===== config.mk =====
export PLATFORM = sky130hd
export DESIGN_NAME = tmma_issue_ctrl_flat
export DESIGN_NICKNAME = d
export VERILOG_FILES = /design/src/rtl/tmma_issue_ctrl_pkg.sv /design/src/rtl/tmma_issue_ctrl_if.sv /design/src/rtl/tmma_skew_lane.sv /design/src/rtl/tmma_issue_ctrl.sv /design/src/flat_wrapper.sv
export SDC_FILE = /design/constraint.sdc
export NUM_CORES = 1
export LEC_CHECK = 0
export ABC_CLOCK_PERIOD_IN_PS = 6080
export CORE_ASPECT_RATIO = 0.8
export CORE_MARGIN = 5
export CORE_UTILIZATION = 51
export DETAILED_ROUTE_END_ITERATION = 6
export GPL_ROUTABILITY_DRIVEN = 1
export GPL_TIMING_DRIVEN = 0
export HOLD_SLACK_MARGIN = 0.03
export PLACE_DENSITY_LB_ADDON = 0.15
export SLEW_MARGIN = 0
export SYNTH_ARGS = -nofsm -noshare
export SYNTH_HDL_FRONTEND = slang
export SYNTH_SLANG_ARGS = --single-unit

===== constraint.sdc =====
create_clock -name clk -period 6.08 [get_ports clk]
set_input_delay 0.608 -clock clk [delete_from_list [all_inputs] [get_ports clk]]
set_output_delay 0.608 -clock clk [all_outputs]
set_load 0.05 [all_outputs]

===== src/rtl/tmma_issue_ctrl_pkg.sv =====
// Shared widths, encodings and lane beat type for the TMMA issue controller.
// The FSM state encodings are fixed 2-bit values so other blocks can decode them.
package tmma_issue_ctrl_pkg;

  localparam int TMMA_CNT_WIDTH       = 8;
  localparam int TMMA_PRECISION_WIDTH = 2;
  localparam int PE_INPUT_DATA_WIDTH  = 8;
  localparam logic PE_DATA_TYPE_A     = 1'b1;

  localparam logic [1:0] TMMA_ISSUE_ST_IDLE  = 2'd0;
  localparam logic [1:0] TMMA_ISSUE_ST_FEED  = 2'd1;
  localparam logic [1:0] TMMA_ISSUE_ST_DRAIN = 2'd2;
  localparam logic [1:0] TMMA_ISSUE_ST_DONE  = 2'd3;

  typedef enum logic [1:0] {
    ST_IDLE  = TMMA_ISSUE_ST_IDLE,
    ST_FEED  = TMMA_ISSUE_ST_FEED,
    ST_DRAIN = TMMA_ISSUE_ST_DRAIN,
    ST_DONE  = TMMA_ISSUE_ST_DONE
  } issue_state_e;

  // One element travelling along an array edge lane.
  typedef struct packed {
    logic                           valid;
    logic [TMMA_CNT_WIDTH-1:0]      cnt;
    logic [PE_INPUT_DATA_WIDTH-1:0] data;
  } lane_beat_t;

  // Cycles from the last edge element entering the array until its result settles.
  function automatic int drain_cycles(input int rows, input int cols, input int mac_lat);
    return rows + cols - 2 + mac_lat;
  endfunction

endpackage


===== src/rtl/tmma_issue_ctrl_if.sv =====
// Command, operand-buffer and array-edge bundle of the TMMA issue controller.
// slave = controller side, master = the surrounding command/operand/array logic.
interface tmma_issue_ctrl_if #(
  parameter int ROWS = 4,
  parameter int COLS = 4
);
  import tmma_issue_ctrl_pkg::*;

  logic                                 cmd_valid_i;
  logic                                 cmd_ready_o;
  logic [TMMA_CNT_WIDTH-1:0]            cmd_k_i;
  logic [TMMA_PRECISION_WIDTH-1:0]      cmd_precision_i;
  logic                                 a_valid_i;
  logic                                 a_ready_o;
  logic [ROWS*PE_INPUT_DATA_WIDTH-1:0]  a_data_i;
  logic                                 b_valid_i;
  logic                                 b_ready_o;
  logic [COLS*PE_INPUT_DATA_WIDTH-1:0]  b_data_i;
  logic [ROWS-1:0]                      left_data_valid_o;
  logic [ROWS*TMMA_CNT_WIDTH-1:0]       left_data_cnt_o;
  logic [ROWS-1:0]                      left_data_type_o;
  logic [ROWS*TMMA_PRECISION_WIDTH-1:0] left_precision_o;
  logic [ROWS*PE_INPUT_DATA_WIDTH-1:0]  left_data_o;
  logic [COLS-1:0]                      top_data_valid_o;
  logic [COLS*TMMA_CNT_WIDTH-1:0]       top_data_cnt_o;
  logic [COLS*PE_INPUT_DATA_WIDTH-1:0]  top_data_o;
  logic [COLS-1:0]                      top_storec_valid_o;
  logic                                 busy_o;
  logic                                 done_o;

  modport slave (
    input  cmd_valid_i, cmd_k_i, cmd_precision_i,
    input  a_valid_i, a_data_i, b_valid_i, b_data_i,
    output cmd_ready_o, a_ready_o, b_ready_o,
    output left_data_valid_o, left_data_cnt_o, left_data_type_o, left_precision_o, left_data_o,
    output top_data_valid_o, top_data_cnt_o, top_data_o, top_storec_valid_o,
    output busy_o, done_o
  );

  modport master (
    output cmd_valid_i, cmd_k_i, cmd_precision_i,
    output a_valid_i, a_data_i, b_valid_i, b_data_i,
    input  cmd_ready_o, a_ready_o, b_ready_o,
    input  left_data_valid_o, left_data_cnt_o, left_data_type_o, left_precision_o, left_data_o,
    input  top_data_valid_o, top_data_cnt_o, top_data_o, top_storec_valid_o,
    input  busy_o, done_o
  );

endinterface


===== src/rtl/tmma_skew_lane.sv =====
// DEPTH-stage delay chain for one array edge lane; shifts every cycle so that
// stalls reach the array as bubbles in exactly the order they occurred.
module tmma_skew_lane
  import tmma_issue_ctrl_pkg::*;
#(
  parameter int DEPTH = 1
) (
  input  logic       clk,
  input  logic       rst_n,
  input  lane_beat_t i_beat,
  output lane_beat_t o_beat
);

  lane_beat_t r_chain [DEPTH];

  // NOTE: every stage is reset, not just valid, so a reset mid-operation can
  // never release stale cnt/data or a partial valid into the array.
  always_ff @(posedge clk or negedge rst_n) begin
    if (!rst_n) begin
      for (int s = 0; s < DEPTH; s++) r_chain[s] <= '0;
    end else begin
      r_chain[0] <= i_beat;
      for (int s = 1; s < DEPTH; s++) r_chain[s] <= r_chain[s-1];
    end
  end

  assign o_beat = r_chain[DEPTH-1];

endmodule


===== src/rtl/tmma_issue_ctrl.sv =====
// Runs one TMMA operation: pulls K paired A/B vectors, skews them onto the
// array's left/top edges, waits for the array to drain, then pulses done.
module tmma_issue_ctrl
  import tmma_issue_ctrl_pkg::*;
#(
  parameter int ROWS    = 4,
  parameter int COLS    = 4,
  parameter int MAC_LAT = 2
) (
  input  logic               clk,
  input  logic               rst_n,
  tmma_issue_ctrl_if.slave   bus
);

  localparam int CW  = TMMA_CNT_WIDTH;
  localparam int PW  = TMMA_PRECISION_WIDTH;
  localparam int DW  = PE_INPUT_DATA_WIDTH;
  localparam int D   = drain_cycles(ROWS, COLS, MAC_LAT);
  localparam int DCW = $clog2(D + 1);
  localparam logic [DCW-1:0] DRAIN_LAST = DCW'(D - 1);

  issue_state_e   r_state;
  logic           r_cmd_ready;
  logic [CW-1:0]  r_k;
  logic [CW-1:0]  r_k_max;
  logic [PW-1:0]  r_precision;
  logic [DCW-1:0] r_drain_cnt;

  logic w_feed;
  logic w_fire;
  logic w_last_fire;

  assign w_feed      = (r_state == ST_FEED);
  assign w_fire      = w_feed & bus.a_valid_i & bus.b_valid_i;
  assign w_last_fire = w_fire & (r_k == r_k_max - CW'(1));

  // cmd_ready is a register so it stays low while reset is held and rises on
  // the first edge after release (and on the edge after DONE).
  always_ff @(posedge clk or negedge rst_n) begin
    if (!rst_n) begin
      r_state     <= ST_IDLE;
      r_cmd_ready <= 1'b0;
      r_k         <= '0;
      r_k_max     <= '0;
      r_precision <= '0;
      r_drain_cnt <= '0;
    end else begin
      case (r_state)
        ST_IDLE: begin
          r_cmd_ready <= 1'b1;
          if (bus.cmd_valid_i && r_cmd_ready) begin
            r_cmd_ready <= 1'b0;
            r_k_max     <= bus.cmd_k_i;
            r_precision <= bus.cmd_precision_i;
            r_k         <= '0;
            r_state     <= (bus.cmd_k_i != '0) ? ST_FEED : ST_DONE;
          end
        end
        ST_FEED: begin
          if (w_fire) begin
            r_k <= r_k + CW'(1);
            if (w_last_fire) begin
              r_state     <= ST_DRAIN;
              r_drain_cnt <= '0;
            end
          end
        end
        ST_DRAIN: begin
          if (r_drain_cnt == DRAIN_LAST) r_state <= ST_DONE;
          else                           r_drain_cnt <= r_drain_cnt + DCW'(1);
        end
        ST_DONE: begin
          r_state     <= ST_IDLE;
          r_cmd_ready <= 1'b1;
        end
        default: r_state <= ST_IDLE;
      endcase
    end
  end

  assign bus.cmd_ready_o        = r_cmd_ready;
  assign bus.busy_o             = (r_state != ST_IDLE);
  assign bus.done_o             = (r_state == ST_DONE);
  assign bus.a_ready_o          = w_feed & bus.b_valid_i;
  assign bus.b_ready_o          = w_feed & bus.a_valid_i;
  assign bus.top_storec_valid_o = '0;

  lane_beat_t w_row_in  [ROWS];
  lane_beat_t w_row_out [ROWS];
  lane_beat_t w_col_in  [COLS];
  lane_beat_t w_col_out [COLS];

  // NOTE: each lane input is defaulted to a bubble before the fire override so
  // this block stays purely combinational with no inferred latch.
  always_comb begin
    for (int i = 0; i < ROWS; i++) begin
      w_row_in[i] = '0;
      if (w_fire) w_row_in[i] = '{valid: 1'b1, cnt: r_k, data: bus.a_data_i[i*DW +: DW]};
    end
    for (int j = 0; j < COLS; j++) begin
      w_col_in[j] = '0;
      if (w_fire) w_col_in[j] = '{valid: 1'b1, cnt: r_k, data: bus.b_data_i[j*DW +: DW]};
    end
  end

  // Lane n is n+1 stages deep, matching one PE hop per lane index.
  for (genvar gi = 0; gi < ROWS; gi++) begin : g_row
    tmma_skew_lane #(.DEPTH(gi + 1)) u_lane (
      .clk(clk), .rst_n(rst_n), .i_beat(w_row_in[gi]), .o_beat(w_row_out[gi])
    );
  end

  for (genvar gj = 0; gj < COLS; gj++) begin : g_col
    tmma_skew_lane #(.DEPTH(gj + 1)) u_lane (
      .clk(clk), .rst_n(rst_n), .i_beat(w_col_in[gj]), .o_beat(w_col_out[gj])
    );
  end

  logic [ROWS-1:0]    w_left_valid;
  logic [ROWS-1:0]    w_left_type;
  logic [ROWS*CW-1:0] w_left_cnt;
  logic [ROWS*PW-1:0] w_left_prec;
  logic [ROWS*DW-1:0] w_left_data;
  logic [COLS-1:0]    w_top_valid;
  logic [COLS*CW-1:0] w_top_cnt;
  logic [COLS*DW-1:0] w_top_data;

  always_comb begin
    w_left_valid = '0;
    w_left_type  = '0;
    w_left_cnt   = '0;
    w_left_prec  = '0;
    w_left_data  = '0;
    w_top_valid  = '0;
    w_top_cnt    = '0;
    w_top_data   = '0;
    for (int i = 0; i < ROWS; i++) begin
      w_left_valid[i]          = w_row_out[i].valid;
      w_left_type[i]           = w_row_out[i].valid ? PE_DATA_TYPE_A : 1'b0;
      w_left_cnt[i*CW +: CW]   = w_row_out[i].cnt;
      w_left_prec[i*PW +: PW]  = r_precision;
      w_left_data[i*DW +: DW]  = w_row_out[i].data;
    end
    for (int j = 0; j < COLS; j++) begin
      w_top_valid[j]           = w_col_out[j].valid;
      w_top_cnt[j*CW +: CW]    = w_col_out[j].cnt;
      w_top_data[j*DW +: DW]   = w_col_out[j].data;
    end
  end

  assign bus.left_data_valid_o = w_left_valid;
  assign bus.left_data_type_o  = w_left_type;
  assign bus.left_data_cnt_o   = w_left_cnt;
  assign bus.left_precision_o  = w_left_prec;
  assign bus.left_data_o       = w_left_data;
  assign bus.top_data_valid_o  = w_top_valid;
  assign bus.top_data_cnt_o    = w_top_cnt;
  assign bus.top_data_o        = w_top_data;

endmodule


===== src/flat_wrapper.sv =====
// flat-port wrapper written by rule: the top's interface ports become plain ports
module tmma_issue_ctrl_flat import tmma_issue_ctrl_pkg::*;
#(
  parameter int ROWS    = 4,
  parameter int COLS    = 4,
  parameter int MAC_LAT = 2
)
  (clk, rst_n, bus_cmd_valid_i, bus_cmd_k_i, bus_cmd_precision_i, bus_a_valid_i, bus_a_data_i, bus_b_valid_i, bus_b_data_i, bus_cmd_ready_o, bus_a_ready_o, bus_b_ready_o, bus_left_data_valid_o, bus_left_data_cnt_o, bus_left_data_type_o, bus_left_precision_o, bus_left_data_o, bus_top_data_valid_o, bus_top_data_cnt_o, bus_top_data_o, bus_top_storec_valid_o, bus_busy_o, bus_done_o);
  tmma_issue_ctrl_if #(.ROWS(ROWS), .COLS(COLS)) bus_i ();
  input  logic clk;
  input  logic rst_n;
  input wire logic [$bits(bus_i.cmd_valid_i)-1:0] bus_cmd_valid_i;
  input wire logic [$bits(bus_i.cmd_k_i)-1:0] bus_cmd_k_i;
  input wire logic [$bits(bus_i.cmd_precision_i)-1:0] bus_cmd_precision_i;
  input wire logic [$bits(bus_i.a_valid_i)-1:0] bus_a_valid_i;
  input wire logic [$bits(bus_i.a_data_i)-1:0] bus_a_data_i;
  input wire logic [$bits(bus_i.b_valid_i)-1:0] bus_b_valid_i;
  input wire logic [$bits(bus_i.b_data_i)-1:0] bus_b_data_i;
  output wire logic [$bits(bus_i.cmd_ready_o)-1:0] bus_cmd_ready_o;
  output wire logic [$bits(bus_i.a_ready_o)-1:0] bus_a_ready_o;
  output wire logic [$bits(bus_i.b_ready_o)-1:0] bus_b_ready_o;
  output wire logic [$bits(bus_i.left_data_valid_o)-1:0] bus_left_data_valid_o;
  output wire logic [$bits(bus_i.left_data_cnt_o)-1:0] bus_left_data_cnt_o;
  output wire logic [$bits(bus_i.left_data_type_o)-1:0] bus_left_data_type_o;
  output wire logic [$bits(bus_i.left_precision_o)-1:0] bus_left_precision_o;
  output wire logic [$bits(bus_i.left_data_o)-1:0] bus_left_data_o;
  output wire logic [$bits(bus_i.top_data_valid_o)-1:0] bus_top_data_valid_o;
  output wire logic [$bits(bus_i.top_data_cnt_o)-1:0] bus_top_data_cnt_o;
  output wire logic [$bits(bus_i.top_data_o)-1:0] bus_top_data_o;
  output wire logic [$bits(bus_i.top_storec_valid_o)-1:0] bus_top_storec_valid_o;
  output wire logic [$bits(bus_i.busy_o)-1:0] bus_busy_o;
  output wire logic [$bits(bus_i.done_o)-1:0] bus_done_o;
  assign bus_i.cmd_valid_i = bus_cmd_valid_i;
  assign bus_i.cmd_k_i = bus_cmd_k_i;
  assign bus_i.cmd_precision_i = bus_cmd_precision_i;
  assign bus_i.a_valid_i = bus_a_valid_i;
  assign bus_i.a_data_i = bus_a_data_i;
  assign bus_i.b_valid_i = bus_b_valid_i;
  assign bus_i.b_data_i = bus_b_data_i;
  assign bus_cmd_ready_o = bus_i.cmd_ready_o;
  assign bus_a_ready_o = bus_i.a_ready_o;
  assign bus_b_ready_o = bus_i.b_ready_o;
  assign bus_left_data_valid_o = bus_i.left_data_valid_o;
  assign bus_left_data_cnt_o = bus_i.left_data_cnt_o;
  assign bus_left_data_type_o = bus_i.left_data_type_o;
  assign bus_left_precision_o = bus_i.left_precision_o;
  assign bus_left_data_o = bus_i.left_data_o;
  assign bus_top_data_valid_o = bus_i.top_data_valid_o;
  assign bus_top_data_cnt_o = bus_i.top_data_cnt_o;
  assign bus_top_data_o = bus_i.top_data_o;
  assign bus_top_storec_valid_o = bus_i.top_storec_valid_o;
  assign bus_busy_o = bus_i.busy_o;
  assign bus_done_o = bus_i.done_o;
  tmma_issue_ctrl #(.ROWS(ROWS), .COLS(COLS), .MAC_LAT(MAC_LAT)) u_core (.clk(clk), .rst_n(rst_n), .bus(bus_i));
endmodule

==> results of run 1 <==
cell usage after synthesis, types with 5 or more instances:
| cell type | n |
|---|---|
| xor2_1 | 7 |
| nand3_1 | 9 |
| clkbuf_1 | 9 |
| dfrtp_1 | 221 |
| o21ai_0 | 5 |
| buf_4 | 135 |
| mux2_2 | 10 |
| a21oi_1 | 6 |
| inv_1 | 11 |
| xnor2_1 | 6 |
| nor2_1 | 10 |
| nand2_1 | 10 |
| ha_1 | 7 |
| and2_1 | 74 |
per-stage QoR:
| stage | cell area [µm²] | setup WS, ps | std cells |
|---|---|---|---|
| 2_1_floorplan | 8000 | 3550 | 575 |
| 3_3_place_gp | 10600 | -4160 | 1021 |
| 3_5_place_dp | 10600 | 3330 | 1022 |
| 4_1_cts | 11400 | 2790 | 1060 |
| 5_1_grt | 11400 | 2660 | 1060 |
| 6_report | 11400 | 2800 | 1060 |
logic make-up (layout without fill, tap and decap cells):
logic type | after synthesis | after routing | synth area share, %
AOI/OAI and AO/OA | 31 | 31 | 2.96
xor gates and xnor gates | 13 | 13 | 1.42
adders and majority gates | 7 | 7 | 1.10
buffers and inverters | 159 | 429 | 14.0
DFF | 221 | 221 | 69.2
muxes | 13 | 13 | 1.78
other | 1 | 4 | 0.0469
and+or+nand+nor | 127 | 127 | 9.47
final cells by class:
| class | count | area [µm²] | area share (%) |
|---|---|---|---|
| sequential | 221 | 5530 | 48.6 |
| timing repair buffer | 232 | 2340 | 20.6 |
| multi-input combinational | 195 | 1350 | 11.9 |
| buffer | 148 | 1080 | 9.49 |
| clock buffer | 28 | 623 | 5.47 |
| tap | 215 | 269 | 2.36 |
| clock inverter | 10 | 141 | 1.24 |
| inverter | 11 | 41.3 | 0.363 |
power groups by stage:
stage | clock network (mW) | registers, mW | logic, mW
floorplan | 0 | 1.78 | 0.690
CTS | 1.42 | 1.71 | 1.09
detailed placement | 0 | 1.74 | 1.09
finish | 1.38 | 1.71 | 1.08
global route | 1.48 | 1.73 | 1.17
global placement | 0 | 1.73 | 1.06
sequential cells by signal, indices dropped and copies added, names as in the netlist:
signal	cells
u_core.g_row.u_lane.r_chain	61
u_core.g_col.u_lane.o_beat	48
u_core.g_col.u_lane.r_chain	48
u_core.g_row.u_lane.o_beat	39
u_core.r_k	8
u_core.r_k_max	8
u_core.r_drain_cnt	4
u_core.r_precision	2
u_core.r_state	2
u_core.bus.cmd_ready_o	1
layer usage:
metal  vias to the layer above  track usage, %
li1                       2219               -
met4                         0            4.40
met3                        24            3.87
met2                       153            30.6
met5                         -               0
met1                      2300            21.3
worst max-delay path by stage:
| stage | end | cells after the start | startpoint |
|---|---|---|---|
| final | bus_b_ready_o | 6 | u_core.r_state[1]$_DFFE_PN0P_ |
| after global routing | bus_b_ready_o | 6 | u_core.r_state[1]$_DFFE_PN0P_ |
| after CTS | bus_b_ready_o | 6 | u_core.r_state[1]$_DFFE_PN0P_ |
| after detailed placement | bus_a_ready_o | 6 | u_core.r_state[1]$_DFFE_PN0P_ |
| after global placement | u_core.g_col[3].u_lane.o_beat[16]$_DFF_PN0_ | 1 | rst_n |
| after floorplan | u_core.r_state[0]$_DFFE_PN0P_ | 8 | u_core.r_k_max[0]$_DFFE_PN0P_ |
==> impl_metrics.env, run 1 <==
export IMPL_status="completed"
export IMPL_rr_endpoint="u_core.r_state[0]$_DFFE_PN0P_"
export IMPL_final_common_cell="clkdlybuf4s50_1"
export IMPL_dp_hpwl_um=11500
export IMPL_reg2reg_depth=8
export IMPL_utilization_pct=73.0
export IMPL_synthFlopType="dfrtp_1"
export IMPL_start_util_pct=51.3
export IMPL_drv_slew=0
export IMPL_cts_resized=0
export IMPL_clock_sinks=221
export IMPL_cp_top_family="buffers and inverters"
export IMPL_timing_rr_start="u_core.r_k_max[0]$_DFFE_PN0P_"
export IMPL_cts_made_buffers=22
export IMPL_clockBufferDepth=3
export IMPL_vias=4696
export IMPL_fin_nets=917
export IMPL_yosysTopAreaCell="dfrtp_1"
export IMPL_p_sw_mw=1.26
export IMPL_r2r_setup_slack_ps=3360
export IMPL_row_count=41
export IMPL_finalSetupTns_ps=0
export IMPL_top_layer_used="met4"
export IMPL_port_buffers=231
export IMPL_fill_cells=1066
export IMPL_cp_num_buf_inv=4
export IMPL_synth_area_per_cell_um2=14.0
export IMPL_ir_drop_mv=0.379
export IMPL_min_period_over_period_pct=53.9
export IMPL_antenna_found_initial=0
export IMPL_ctsRootBufferMaster="clkbuf_16"
export IMPL_die_height_um=122
export IMPL_wl_per_cell_um=14.7
export IMPL_grt_first_pass_wirelength_um=25000
export IMPL_vias_per_cell=4.43
export IMPL_met3WireLength_um=1020
export IMPL_ioPinCount=236
export IMPL_p_sw_share_pct=30.2
export IMPL_cts_setup_buffers=0
export IMPL_grt_max_degree=124
export IMPL_hold_viol_final=0
export IMPL_synth_edf_count=0
export IMPL_max_freq_ghz=0.305
export IMPL_setup_violations=0
export IMPL_die_width_um=150
export IMPL_worst_setup_path_type="flip-flop to primary output"
export IMPL_synth_area_um2=7990
export IMPL_ys_warn_count=0
export IMPL_power_leakage_nw=5.61
export IMPL_syn2layout_area_growth_pct=42.4
export IMPL_worstPathRequired_ps=5470
export IMPL_wl_met2_um=7990
export IMPL_met1_length_um=6170
export IMPL_period_needed_ps=3280
export IMPL_grt_pass1_vias=4963
export IMPL_cts_clk_slew_worst_paths_ps=60
export IMPL_ant_nets=0
export IMPL_clock_skew_ps=8.94
export IMPL_end_kind="primary output"
export IMPL_power_density_nw_per_um2=367
export IMPL_cp_cell_sequence="inv_1 > ha_1 > buf_4 > clkbuf_1 > and2_1 > clkdlybuf4s50_1"
export IMPL_syn_inst=572
export IMPL_slowest_stage="clkdlybuf4s50_1"
export IMPL_cts_tree="done"
export IMPL_antenna_cells=0
export IMPL_critical_path_max_stage_delay_ps=800
export IMPL_finalPower_mw=4.18
export IMPL_seq_area_frac_synth_pct=69.2
export IMPL_globalplace_congestion=0.778
export IMPL_synthDistinctLibCells=49
export IMPL_cp_start_kind="flip-flop"
export IMPL_cp_data_arrival_time_ps=2670
export IMPL_grt_usage_pct=17.1
export IMPL_drt_first_pass_iters=4
export IMPL_pwr_share_clk_pct=33.0
export IMPL_grt_overflow=0
export IMPL_core_um2=15600
export IMPL_whs_ps=128
export IMPL_dieArea_um2=18300
export IMPL_share_comb_of_total_power_pct=25.9
export IMPL_rsz0062_at_grt="no"
export IMPL_h_tree_depth=1
export IMPL_synth_top_area_share_pct=69.2
export IMPL_crit_fanout=10
export IMPL_clock_latency_ps=490
export IMPL_worst_slew_pin_slew_ps=749
export IMPL_hp_class="input port to async pin"
export IMPL_synth_seq_cells=221
export IMPL_seqPwrFrac_pct=41.0
export IMPL_synthArstFlopShare_pct=100
export IMPL_drive_above_1_share_pct=22.7
export IMPL_drt_iter0_markers=188
export IMPL_slew_headroom_pct=50.0
export IMPL_p_int_mw=2.92
export IMPL_ys_top_cells_by_area="dfrtp_1 69%, buf_4 13%, and2_1 5.8%"
export IMPL_totalWireLength_um=15500
export IMPL_drv_cap=0
export IMPL_drc=0
export IMPL_final_cell_mix="230 x clkdlybuf4s50_1, 221 x dfrtp_1, 135 x buf_4"
export IMPL_cts_hold_fix_buffers=0
(Power assumes the default switching activity.)
==> inputs of run 2 (changes only) <==
- ABC_CLOCK_PERIOD_IN_PS: 6080 -> 2790
- CORE_UTILIZATION: 51 -> 42
- clock period: 6.08 -> 2.79 ns (I/O delays scaled with it)
==> run 2 against run 1 <==
Cell area increased by 1.1%. First-iteration DRC count decreased by 26%. Critical path depth increased by 2. Setup slack got worse by 2700 ps. Clock skew decreased by 3.9 ps. Worst hold slack improved by 210 ps. Non-clock buffer count increased by 1. Die area increased by 20%. Global-route usage decreased by 2.8 points. Count of clock-buffer cells in the layout decreased by 1. Via count decreased by 0.38%. Critical path type is now flip-flop to flip-flop. Flip-flop and latch count unchanged.
==> impl_metrics.env, run 2 (synthesis gave the netlist of run 1 again) <==
export IMPL_start_util_pct=42.4
export IMPL_pwr_share_clk_pct=34.7
export IMPL_whs_ps=337
export IMPL_seqPwrFrac_pct=40.0
export IMPL_share_comb_of_total_power_pct=25.4
export IMPL_grt_pass1_vias=5016
export IMPL_clock_sinks=221
export IMPL_drv_cap=0
export IMPL_fin_cells=1107
export IMPL_grt_max_degree=128
export IMPL_cts_tree="done"
export IMPL_syn2layout_area_growth_pct=44.0
export IMPL_cts_made_buffers=23
export IMPL_power_leakage_nw=5.66
export IMPL_totalWireLength_um=15800
export IMPL_grt_usage_pct=14.3
export IMPL_period_needed_ps=2680
export IMPL_drt_first_pass_iters=4
export IMPL_worst_setup_path_type="flip-flop to flip-flop"
export IMPL_antenna_found_initial=0
export IMPL_cp_data_arrival_time_ps=3060
export IMPL_die_width_um=164
export IMPL_dpl_cell_area_um2=10700
export IMPL_max_flop_register="u_core.g_row.u_lane.r_chain"
export IMPL_clockBufferDepth=3
export IMPL_power_density_nw_per_um2=813
export IMPL_antenna_cells=0
export IMPL_slew_headroom_pct=53.6
export IMPL_grt_first_pass_wirelength_um=25500
export IMPL_die_height_um=133
export IMPL_h_tree_depth=1
export IMPL_ctsRootBufferMaster="clkbuf_16"
export IMPL_fin_nets=919
export IMPL_ir_drop_mv=0.922
export IMPL_p_sw_mw=2.81
export IMPL_crit_fanout=8
export IMPL_vias=4678
export IMPL_end_kind="flip-flop"
export IMPL_final_common_cell="clkdlybuf4s50_1"
export IMPL_hp_class="input port to flip-flop"
export IMPL_final_cell_mix="228 x clkdlybuf4s50_1, 221 x dfrtp_1, 135 x buf_4"
export IMPL_min_period_over_period_pct=96.1
export IMPL_setup_violations=0
export IMPL_hold_viol_final=0
export IMPL_ioPinCount=236
export IMPL_drt_iter0_markers=140
export IMPL_drive_above_1_share_pct=23.2
export IMPL_globalplace_congestion=0.741
export IMPL_cts_clk_slew_worst_paths_ps=60
export IMPL_port_buffers=231
export IMPL_ant_nets=0
export IMPL_place_ws_ps=53.4
export IMPL_p_int_mw=6.54
export IMPL_drc=0
export IMPL_status="completed"
export IMPL_r2r_setup_slack_ps=110
export IMPL_drv_slew=0
export IMPL_cp_start_kind="flip-flop"
export IMPL_wl_per_cell_um=14.2
export IMPL_setup_ws_ps=110
export IMPL_fill_cells=1520
export IMPL_finalPower_mw=9.35
export IMPL_dp_hpwl_um=11300
export IMPL_largest_register_ffs=61
export IMPL_p_sw_share_pct=30.1
export IMPL_dieArea_um2=21900
export IMPL_clock_skew_ps=5.05
export IMPL_row_count=45
export IMPL_cts_setup_buffers=0
export IMPL_worstPathRequired_ps=3170
export IMPL_design_area_um2=11500
export IMPL_grt_overflow=0
export IMPL_worst_slew_pin_slew_ps=696
export IMPL_vias_per_cell=4.23
export IMPL_clock_latency_ps=490
export IMPL_core_um2=18900
export IMPL_max_freq_ghz=0.373
export IMPL_dp_cells=1065
==> run 2: cell types whose count changed in the layout (fill, tap and decap cells not counted), moves of 2 or more <==
cell             delta
clkdlybuf4s50_1     -2
clkinv_2            +2
bufinv_16           +2
clkbuf_8            -3
dlygate4sd2_1       +2
clkinvlp_4          -2
==> run 2: final cells by class <==
class	instances	area [µm²]	area share [%]
buffer	148	1080	9.39
clock buffer	27	611	5.31
clock inverter	14	209	1.82
inverter	11	41.3	0.359
multi-input combinational	195	1360	11.8
sequential	221	5530	48.1
tap	258	323	2.80
timing repair buffer	233	2350	20.4
==> run 2: metal layers <==
layer / up-vias / share of wire [%] / track usage (%)
li1: 2220 / - / -
met1: 2295 / 41 / 18.7
met2: 141 / 50 / 24.5
met3: 22 / 6.6 / 3.31
met4: 0 / 1.4 / 2.98
met5: - / 0 / 0
==> run 2: per-stage QoR <==
stage | util [%] | setup TNS (ps)
after floorplan | - | 0
after global placement | 56.4 | -1635080
after detailed placement | 56.6 | 0
after CTS | 61.0 | 0
after global routing | 61.0 | -6.99
final | 61.0 | 0
==> run 2: power groups by stage <==
stage	Combinational, mW	Clock (mW)	Sequential, mW
final	2.37	3.25	3.74
after global routing	2.54	3.47	3.78
after CTS	2.38	3.33	3.74
after detailed placement	2.38	0	3.79
after global placement	2.32	0	3.77
after floorplan	1.50	0	3.87
==> run 2: worst paths after layout <==
check	startpoint	end	cells past startpoint
setup / recovery	u_core.r_k_max[0]$_DFFE_PN0P_	u_core.r_state[0]$_DFFE_PN0P_	8
hold / removal	bus_b_data_i[18]	u_core.g_col[2].u_lane.r_chain[36]$_DFF_PN0_	2
setup reg to reg	u_core.r_k_max[0]$_DFFE_PN0P_	u_core.r_state[0]$_DFFE_PN0P_	8
hold reg to reg	u_core.g_row[2].u_lane.r_chain[36]$_DFF_PN0_	u_core.g_row[2].u_lane.r_chain[19]$_DFF_PN0_	0
max in group asynchronous	rst_n	u_core.r_drain_cnt[1]$_DFFE_PN0P_	3
min in group asynchronous	rst_n	u_core.g_row[3].u_lane.r_chain[22]$_DFF_PN0_	2
==> run 2: worst max-delay path: stages, from the launching register on <==
cell and delay, ps:
dfrtp_1 430, inv_1 80, ha_1 170, or3b_1 390
or4_1 440, a211oi_2 340, o311ai_4 230, and2_4 220
o32a_1 270
==> run 2: repair_timing <==
item	CTS	global route
gates resized for setup	2	4
hold endpoints to repair	94	0
hold buffers	1	0
setup endpoints to repair	2	4
gates cloned	0	0
==> inputs of run 3 (changes only) <==
- PLACE_DENSITY: not set -> 0.75
- PLACE_DENSITY_LB_ADDON: 0.15 -> not set
==> run 3 against run 2 <==
Sequential power is essentially flat. First-iteration DRC count grew 10%. Cell count is the same.
==> impl_metrics.env, run 3 (synthesis gave the netlist of run 1 again) <==
export IMPL_antenna_found_initial=0
export IMPL_p_int_mw=6.27
export IMPL_drv_cap=0
export IMPL_clock_skew_ps=7.35
export IMPL_globalplace_congestion=0.745
export IMPL_end_kind="flip-flop"
export IMPL_cts_made_buffers=22
export IMPL_period_needed_ps=2620
export IMPL_pwr_share_clk_pct=32.7
export IMPL_antenna_cells=0
export IMPL_cts_clk_slew_worst_paths_ps=70
export IMPL_critical_path_max_stage_delay_ps=440
export IMPL_final_common_cell="clkdlybuf4s50_1"
export IMPL_ctsRootBufferMaster="clkbuf_16"
export IMPL_multi_input_area_um2=1360
export IMPL_die_width_um=164
export IMPL_seqCellArea_um2=5530
export IMPL_max_freq_ghz=0.381
export IMPL_grt_max_degree=76
export IMPL_hp_class="input port to flip-flop"
export IMPL_power_density_nw_per_um2=790
export IMPL_wl_per_cell_um=14.3
export IMPL_vias_per_cell=4.18
export IMPL_grt_overflow=0
export IMPL_rr_endpoint="u_core.r_state[0]$_DFFE_PN0P_"
export IMPL_grt_first_pass_wirelength_um=25000
export IMPL_power_leakage_nw=5.62
export IMPL_whs_ps=331
export IMPL_hold_end="u_core.g_row[2].u_lane.r_chain[40]$_DFF_PN0_"
export IMPL_row_count=45
export IMPL_vias=4629
export IMPL_finalPower_mw=9.05
export IMPL_min_period_over_period_pct=94.1
export IMPL_fin_nets=919
export IMPL_slew_headroom_pct=53.4
export IMPL_cp_start_kind="flip-flop"
export IMPL_grt_usage_pct=14.4
export IMPL_status="completed"
export IMPL_drc=0
export IMPL_final_cell_mix="228 x clkdlybuf4s50_1, 221 x dfrtp_1, 135 x buf_4"
export IMPL_largest_register_ffs=61
export IMPL_dieArea_um2=21900
export IMPL_grt_pass1_vias=4820
export IMPL_ant_nets=0
export IMPL_design_area_um2=11500
export IMPL_cp_data_arrival_time_ps=3000
export IMPL_hold_viol_final=0
export IMPL_worstPathRequired_ps=3170
export IMPL_max_flop_register="u_core.g_row.u_lane.r_chain"
export IMPL_reg2reg_depth=8
export IMPL_clockBufferDepth=3
export IMPL_seqPwrFrac_pct=41.3
export IMPL_drv_slew=0
export IMPL_rsz0062_at_grt="no"
export IMPL_clock_sinks=221
export IMPL_cts_setup_buffers=0
export IMPL_drt_first_pass_iters=4
export IMPL_syn2layout_area_growth_pct=43.4
export IMPL_core_um2=18900
export IMPL_slowest_stage="or4_1"
export IMPL_die_height_um=133
export IMPL_fill_cells=1497
export IMPL_r2r_setup_slack_ps=170
export IMPL_crit_fanout=8
export IMPL_share_comb_of_total_power_pct=26.1
export IMPL_p_sw_mw=2.78
export IMPL_setup_violations=0
export IMPL_hold_start="bus_a_data_i[22]"
export IMPL_worst_slew_pin_slew_ps=699
export IMPL_cp_cell_sequence="inv_1 > ha_1 > or3b_1 > or4_1 > a211oi_2 > o311ai_4 > and2_4 > o32a_1"
export IMPL_clock_latency_ps=500
export IMPL_hold_depth=2
export IMPL_dp_hpwl_um=11500
export IMPL_totalWireLength_um=15900
export IMPL_finalSetupTns_ps=0
export IMPL_utilization_pct=60.8
export IMPL_h_tree_depth=1
export IMPL_drive_above_1_share_pct=22.9
export IMPL_port_buffers=231
export IMPL_ir_drop_mv=0.656
export IMPL_timing_rr_start="u_core.r_k_max[0]$_DFFE_PN0P_"
export IMPL_p_sw_share_pct=30.8
export IMPL_start_util_pct=42.4
export IMPL_cts_tree="done"
export IMPL_dpl_cell_area_um2=10700
export IMPL_drt_iter0_markers=154
export IMPL_ioPinCount=236
export IMPL_worst_setup_path_type="flip-flop to flip-flop"
run 3: power groups by stage:
stage	registers, mW	logic (mW)	clock network [mW]
2_1_floorplan	3.87	1.50	0
3_3_place_gp	3.78	2.32	0
3_5_place_dp	3.79	2.37	0
4_1_cts	3.74	2.38	3.06
5_1_grt	3.78	2.53	3.19
6_report	3.73	2.36	2.96
run 3: critical path, delay by kind of cell, from the launching register on:
kind,cells,cell delay (ps)
AO/OA/AOI/OAI,3,790
buffers and inverters,1,80
adder cells (fa/ha/maj),1,170
AND/OR/NAND/NOR,3,1040
flip-flops,1,430
run 3: through the flow:
stage / setup WS, ps / instances
finish: 166 / 1107
global route: 25.5 / 1107
global placement: -7580 / 1064
floorplan: 256 / 575
CTS: 38.3 / 1107
detailed placement: 77.4 / 1066
run 3: area by class of cell:
type                       instances  share of cell area, %
clock inverter                    10                   1.09
tap                              258                   2.82
inverter                          11                  0.360
clock buffer                      30                   5.42
buffer                           148                   9.43
sequential                       221                   48.3
multi-input combinational        195                   11.8
timing repair buffer             234                   20.8
run 3: how the worst max path moves through the flow:
stage | start | end | slack [ps] | cells after the start
CTS | u_core.r_state[1]$_DFFE_PN0P_ | bus_a_ready_o | 40 | 6
detailed placement | u_core.r_k_max[0]$_DFFE_PN0P_ | u_core.r_state[0]$_DFFE_PN0P_ | 80 | 8
global route | u_core.r_k_max[0]$_DFFE_PN0P_ | u_core.r_state[0]$_DFFE_PN0P_ | 30 | 8
finish | u_core.r_k_max[0]$_DFFE_PN0P_ | u_core.r_state[0]$_DFFE_PN0P_ | 170 | 8
floorplan | u_core.r_k_max[0]$_DFFE_PN0P_ | u_core.r_state[0]$_DFFE_PN0P_ | 260 | 8
global placement | rst_n | u_core.g_row[1].u_lane.r_chain[19]$_DFF_PN0_ | -7580 | 1
run 3: metal layers:
layer / GRT usage (%) / up-vias / share of wire, %
met5: 0 / - / 0
met2: 25.0 / 143 / 50
li1: - / 2221 / -
met1: 17.8 / 2238 / 41
met3: 3.71 / 27 / 6.7
met4: 4.29 / 0 / 2.4
run 3: repair_timing:
item,4_1_cts,5_1_grt
gates resized for setup,2,4
setup endpoints to repair,2,4
endpoints found under the hold margin,73,0
hold buffers,1,0
